--- config.mk ---
export PLATFORM = sky130hd
export DESIGN_NAME = etai_share_arbiter
export DESIGN_NICKNAME = d
export VERILOG_FILES = /design/src/rtl/etai_share_pkg.sv /design/src/rtl/etai32.sv /design/src/rtl/etai_share_arbiter_rr_arbiter.sv /design/src/rtl/etai_share_arbiter.sv
export SDC_FILE = /design/constraint.sdc
export NUM_CORES = 1
export LEC_CHECK = 0
export CORE_AREA = 4 4 178 180
export CTS_BUF_LIST = sky130_fd_sc_hd__clkbuf_4 sky130_fd_sc_hd__clkbuf_8
export CTS_CLUSTER_SIZE = 12
export DETAILED_ROUTE_END_ITERATION = 7
export DIE_AREA = 0 0 182 184
export PLACE_DENSITY = 0.8
export SYNTH_ARGS = -nofsm -noshare
export SYNTH_HDL_FRONTEND = slang
export SYNTH_SLANG_ARGS = --single-unit
--- constraint.sdc ---
create_clock -name Clk -period 10 [get_ports Clk]
set_input_delay 1.5 -clock Clk [delete_from_list [all_inputs] [get_ports Clk]]
set_output_delay 1.5 -clock Clk [all_outputs]
set_load 0.02 [all_outputs]
--- src/rtl/etai_share_pkg.sv ---
// Shared types and helpers for the ETAI32 sharing arbiter: operand width,
// result-register FSM states, absolute-difference and round-robin pick functions.
package etai_share_pkg;

    localparam int W_OP    = 32;
    localparam int MAX_REQ = 8;
    localparam int PICK_W  = 3;

    typedef enum logic {EMPTY, FULL} state_t;

    typedef struct packed {
        logic              found;
        logic [PICK_W-1:0] idx;
    } pick_t;

    // The W+2-bit signed difference always holds the full range of two W+1-bit sums.
    function automatic logic [W_OP:0] abs_diff(input logic [W_OP:0] x, input logic [W_OP:0] y);
        logic signed [W_OP+1:0] d;
        d = $signed({1'b0, x}) - $signed({1'b0, y});
        if (d < 0) d = -d;
        return d[W_OP:0];
    endfunction

    // First valid index after ptr, wrapping modulo nreq.
    function automatic pick_t rr_pick(input logic [MAX_REQ-1:0] valid,
                                      input logic [PICK_W-1:0]  ptr,
                                      input int                 nreq);
        pick_t r;
        int    s;
        r = '0;
        for (int i = 1; i <= MAX_REQ; i++) begin
            s = int'(ptr) + i;
            if (s >= nreq) s = s - nreq;
            if (i <= nreq && !r.found && valid[s[PICK_W-1:0]]) begin
                r.found = 1'b1;
                r.idx   = s[PICK_W-1:0];
            end
        end
        return r;
    endfunction

endpackage

--- src/rtl/etai32.sv ---
// Error-tolerant adder type I: exact 16-bit upper half, carry-free lower half that
// saturates to ones from the highest position where both operand bits are set.
module etai32 (
    input  logic [31:0] a,
    input  logic [31:0] b,
    output logic [32:0] sum
);

    logic [15:0] lo;
    logic [16:0] hi;

    always_comb begin
        logic sat;
        // NOTE: every variable gets a default before any branch so no latch is inferred.
        sat = 1'b0;
        lo  = '0;
        for (int i = 15; i >= 0; i--) begin
            if (sat || (a[i] && b[i])) begin
                lo[i] = 1'b1;
                sat   = 1'b1;
            end else begin
                lo[i] = a[i] ^ b[i];
            end
        end
    end

    assign hi  = {1'b0, a[31:16]} + {1'b0, b[31:16]};
    assign sum = {hi, lo};

endmodule

--- src/rtl/etai_share_arbiter_rr_arbiter.sv ---
// Round-robin grant generator: pointer register plus combinational one-hot grant
// that searches from the last granted index upward.
module rr_arbiter
    import etai_share_pkg::*;
#(
    parameter int NREQ = 4,
    parameter int IDW  = $clog2(NREQ)
) (
    input  logic            Clk,
    input  logic            Rst,
    input  logic [NREQ-1:0] valid,
    input  logic            enable,
    output logic [NREQ-1:0] grant,
    output logic [IDW-1:0]  grant_idx
);

    logic [MAX_REQ-1:0] valid_ext;
    logic [IDW-1:0]     ptr;
    pick_t              pick;

    always_comb begin
        valid_ext             = '0;
        valid_ext[NREQ-1:0]   = valid;
        pick                  = rr_pick(valid_ext, PICK_W'(ptr), NREQ);
        grant                 = '0;
        if (enable && pick.found) grant[pick.idx[IDW-1:0]] = 1'b1;
    end

    assign grant_idx = pick.idx[IDW-1:0];

    // NOTE: state registers use non-blocking assignments so every flop samples pre-edge values.
    always_ff @(posedge Clk) begin
        if (Rst)         ptr <= IDW'(NREQ - 1);
        else if (|grant) ptr <= grant_idx;
    end

endmodule

--- src/rtl/etai_share_arbiter.sv ---
// Shares one ETAI32 adder among NREQ requesters; registers approximate/exact sums,
// absolute error and requester ID, and tracks running error statistics.
module etai_share_arbiter
    import etai_share_pkg::*;
#(
    parameter  int NREQ = 4,
    parameter  int W    = 32,
    parameter  int CNTW = 16,
    localparam int IDW  = $clog2(NREQ)
) (
    input  logic              Clk,
    input  logic              Rst,
    input  logic [NREQ-1:0]   req_valid,
    output logic [NREQ-1:0]   req_ready,
    input  logic [NREQ*W-1:0] req_a,
    input  logic [NREQ*W-1:0] req_b,
    output logic              rsp_valid,
    input  logic              rsp_ready,
    output logic [IDW-1:0]    rsp_id,
    output logic [W:0]        rsp_sum,
    output logic [W:0]        rsp_exact,
    output logic [W:0]        rsp_abs_err,
    input  logic              stat_clr,
    output logic [CNTW-1:0]   stat_err_cnt,
    output logic [W:0]        stat_max_err,
    output logic [CNTW-1:0]   stat_total
);

    if (W != W_OP) begin : g_bad_width
        $error("etai_share_arbiter: W must be 32 to match ETAI32");
    end
    if (NREQ < 2 || NREQ > MAX_REQ) begin : g_bad_nreq
        $error("etai_share_arbiter: NREQ must be in 2..8");
    end

    state_t         state, state_next;
    logic           can_accept, transfer, accept;
    logic [IDW-1:0] grant_idx;
    logic [W-1:0]   op_a, op_b;
    logic [W:0]     sum_approx, sum_exact, err;

    assign can_accept = (state == EMPTY) || rsp_ready;
    assign transfer   = |req_ready;
    assign rsp_valid  = (state == FULL);
    assign accept     = rsp_valid && rsp_ready;

    rr_arbiter #(.NREQ(NREQ)) u_rr (
        .Clk       (Clk),
        .Rst       (Rst),
        .valid     (req_valid),
        .enable    (can_accept),
        .grant     (req_ready),
        .grant_idx (grant_idx)
    );

    always_comb begin
        op_a = '0;
        op_b = '0;
        for (int i = 0; i < NREQ; i++) begin
            if (req_ready[i]) begin
                op_a = req_a[i*W +: W];
                op_b = req_b[i*W +: W];
            end
        end
    end

    etai32 u_etai (
        .a   (op_a),
        .b   (op_b),
        .sum (sum_approx)
    );

    assign sum_exact = {1'b0, op_a} + {1'b0, op_b};
    assign err       = abs_diff(sum_approx, sum_exact);

    always_comb begin
        state_next = state;
        case (state)
            EMPTY:   if (transfer) state_next = FULL;
            FULL:    if (rsp_ready && !transfer) state_next = EMPTY;
            default: state_next = EMPTY;
        endcase
    end

    always_ff @(posedge Clk) begin
        if (Rst) state <= EMPTY;
        else     state <= state_next;
    end

    always_ff @(posedge Clk) begin
        if (Rst) begin
            rsp_id      <= '0;
            rsp_sum     <= '0;
            rsp_exact   <= '0;
            rsp_abs_err <= '0;
        end else if (transfer) begin
            rsp_id      <= grant_idx;
            rsp_sum     <= sum_approx;
            rsp_exact   <= sum_exact;
            rsp_abs_err <= err;
        end
    end

    // Statistics follow consumer acceptance; a clear wins over a same-cycle update.
    always_ff @(posedge Clk) begin
        if (Rst || stat_clr) begin
            stat_total   <= '0;
            stat_err_cnt <= '0;
            stat_max_err <= '0;
        end else if (accept) begin
            if (stat_total != '1) stat_total <= stat_total + CNTW'(1);
            if (rsp_abs_err != '0 && stat_err_cnt != '1) stat_err_cnt <= stat_err_cnt + CNTW'(1);
            if (rsp_abs_err > stat_max_err) stat_max_err <= rsp_abs_err;
        end
    end

endmodule

==> impl_metrics.csv, run 1 <==
group,metric,value,unit
hold_path,hp-start,"rsp_exact[0]",
placed_design,placed_cells,2474,
detailed_routing,vias,14600,
timing,worstMarginPinSlew,1240,ps
timing,fin_crit,9420,ps
setup_path,cp_max_fo,27,
synthesis,synth_edf_count,0,
layout,final.fill_count,2613,
clocking,cts.sink_count,169,
clocking,numCtsBuffers,17,
hold_path,hp-class,"flip-flop to flip-flop",
detailed_routing,dr.pass1.iters,7,
placed_design,dp_slack,57.1,ps
setup_path,crit_path_max_incr_delay,590,ps
layout,synthToLayoutAreaGrowth,36.2,%
synthesis,async_flop_share,0,%
die,die_area,0.0335,mm2
setup_path,worst_path_max_delay_cell,"or4_4",
synthesis,yosys_warnings,0,
timing,max_slew_margin,17.2,%
layout,instances_no_fill,2510,
timing,skew,15.7,ps
placed_design,gp_congestion,0.967,
clocking,htreeDepth,4,
timing,hold_viol_final,0,
setup_path,startpoint_type,"input pin",
synthesis,syn_nets,2089,
synthesis,synth_top_cell_by_area,"dfxtp_1",
status,status,"completed",
setup_path,cpMostUsedCell,"a21oi_1",
global_route,grt_usage,28.9,%
clocking,path_clk_slew,110,ps
synthesis,synth_ff_type,"dfxtp_1",
synthesis,synth-seq-cells,169,
die,io_pins,435,
synthesis,synth_area_leaders,"dfxtp_1 (24%), mux4_2 (10%), ha_1 (9.0%)",
hold_path,min_delay_worst_endpoint,"rsp_exact[0]",
clocking,cts_tree,"built",
placed_design,dp_hpwl,41000,um
detailed_routing,final_antenna_net_count,0,
setup_path,rr_endpoint,"rsp_abs_err[31]",
hold_path,hold_depth,2,
detailed_routing,drt_iter0_markers,1123,
layout,postLayoutCoreUtil,63.5,%
clocking,clock_tree.root_cell,"clkbuf_8",
die,die_x,182,um
setup_path,reg2reg_depth,29,
synthesis,syn_avg_cell_area,8.17,um2
timing,finalSetupViolations,0,
global_route,antenna_found_initial,3,
detailed_routing,wl,50500,um
setup_path,critical_path.endpoint_type,"flip-flop",
job,maxCapViolations,0,
layout,drive_above_1_share,7.91,%
die,start_util,46.6,%
die,rows,64,
global_route,grt_pass1_vias,14500,
timing,period_share,94.2,%
detailed_routing,drc_errors,0,
global_route,grt_max_degree,70,
timing,rsz0062_at_grt,"false",
synthesis,yosysSeqAreaShare,24.1,%
timing,fmax,106,MHz
detailed_routing,wire_per_inst,20.1,um
synthesis,netlist.area_leader.share,24.1,%
setup_path,critPathKind,"input pin to flip-flop",
setup_path,r2r_setup_slack,1430,ps
placed_design,port-buffer-count,434,
detailed_routing,drt-vias-per-instance,5.84,
timing,drv_slew,0,
setup_path,critical_path_required,10360,ps
synthesis,synth_cell_types,86,
clocking,cts.path.max_buffers,2,
layout,fin_nets,2466,
die,chipHeight,184,um
synthesis,syn_area,0.0141,mm2
timing,setup_tns,0,ps
global_route,grt_pass1_wl,78200,um
clocking,clock_latency,470,ps
setup_path,crit_arrival,9770,ps
synthesis,synthCells,1721,
timing,fin_ws,584,ps
die,core-area,0.0302,mm2
setup_path,r2r_start,"u_rr.ptr[0]",
global_route,gr-total-overflow,0,
## through the flow
| step | hold slack (ps) | cell area (um2) |
|---|---|---|
| after floorplan | 530 | 14100 |
| after global placement | 444 | 18700 |
| after detailed placement | 447 | 18700 |
| after CTS | 461 | 19100 |
| after global routing | 489 | 19200 |
| final | 463 | 19200 |
## worst max-delay path, delay by kind of cell
| kind | cells | cell delay, ps |
|---|---|---|
| adder cells (fa/ha/maj) | 2 | 730 |
| buffers and inverters | 3 | 850 |
| XOR/XNOR | 1 | 90 |
| AO/OA/AOI/OAI | 13 | 3450 |
| multiplexers | 2 | 820 |
| AND/OR/NAND/NOR | 9 | 2290 |
## routing by layer
layer / share of wire (%) / wire length [um] / vias to the layer above / track usage (%)
met5: 0 / 0 / - / 0
met4: 2.8 / 1420 / 0 / 9.10
met2: 50 / 25200 / 567 / 51.0
met3: 6.0 / 3060 / 76 / 4.67
met1: 41 / 20900 / 7015 / 36.2
li1: - / - / 6989 / -
## cell usage after synthesis, drive strengths merged (9+ instances only)
cell type / number
nor2: 180
a21oi: 171
dfxtp: 169
nand2: 117
o21ai: 115
ha: 101
clkbuf: 85
and2: 72
inv: 72
xnor2: 66
mux4: 64
nand3: 56
xor2: 49
nor3: 40
a211oi: 31
nand4: 31
nor2b: 29
a21o: 26
or3: 24
o21a: 23
nand2b: 18
o21bai: 17
and3: 16
nor4: 14
a31oi: 13
mux2i: 13
buf: 12
or2: 11
a2111oi: 9
o211ai: 9
## final cells by class
| type | count | area (um2) | area share [%] |
|---|---|---|---|
| diodes | 4 | 10.0 | 0.0523 |
| well taps | 396 | 495 | 2.59 |
| flip-flops and latches | 169 | 3380 | 17.7 |
| inverters | 72 | 270 | 1.41 |
| repair buffers | 455 | 4520 | 23.6 |
| multi-input cells | 1383 | 10000 | 52.5 |
| clock buffers | 19 | 262 | 1.37 |
| clock inverters | 12 | 164 | 0.856 |
## worst max path at each step
| stage | from | endpoint | slack (ps) | cells past startpoint |
|---|---|---|---|---|
| after floorplan | req_valid[1] | rsp_abs_err[31] | 1410 | 28 |
| after global placement | req_valid[3] | rsp_abs_err[28] | 320 | 31 |
| after detailed placement | req_valid[3] | rsp_abs_err[28] | 60 | 30 |
| after CTS | req_valid[3] | rsp_abs_err[28] | 460 | 30 |
| after global routing | req_valid[3] | rsp_abs_err[28] | 90 | 30 |
| final | req_valid[3] | rsp_abs_err[31] | 580 | 30 |
## cells by family after synthesis
kind of cell,after synthesis,synth area share (%)
DFF,169,24.1
and+or+nand+nor,626,22.3
other,1,0.0267
AOI/OAI and AO/OA,459,20.9
adders and majority gates,104,9.41
buffers and inverters,169,4.80
muxes,78,11.3
xor gates and xnor gates,115,7.16
## flip-flops by register name, summed over array words and instances (netlist names)
signal,flops
stat_max_err,33
rsp_id,2
stat_err_cnt,16
rsp_exact,33
rsp_abs_err,33
stat_total,16
u_rr.ptr,2
rsp_valid,1
rsp_sum,33
## cells in the final DEF (no fill, tap or decap), types with 64 or more instances in the layout
cell             count
mux4_2              64
dfxtp_1            169
nand2_1            117
a21oi_1            171
nor2_1             180
clkdlybuf4s50_1    433
inv_1               72
o21ai_0            107
ha_1               101
xnor2_1             66
and2_1              72
## what timing repair did
item	in CTS	in global routing
resized for setup	0	3
hold buffers	0	0
hold endpoints to repair	0	0
setup endpoints to repair	0	10
setup buffers	0	1
Power of run 1 is not shown: default switching activity piles up to over one toggle a cycle in this logic, so the estimate is an artifact.
==> inputs of run 2 (changes only) <==
- ABC_AREA: unset -> 0
==> results of run 2 <==
Final layout, timing and power as in run 1 (identical DEF).
Power of run 2 is left out for the same reason.
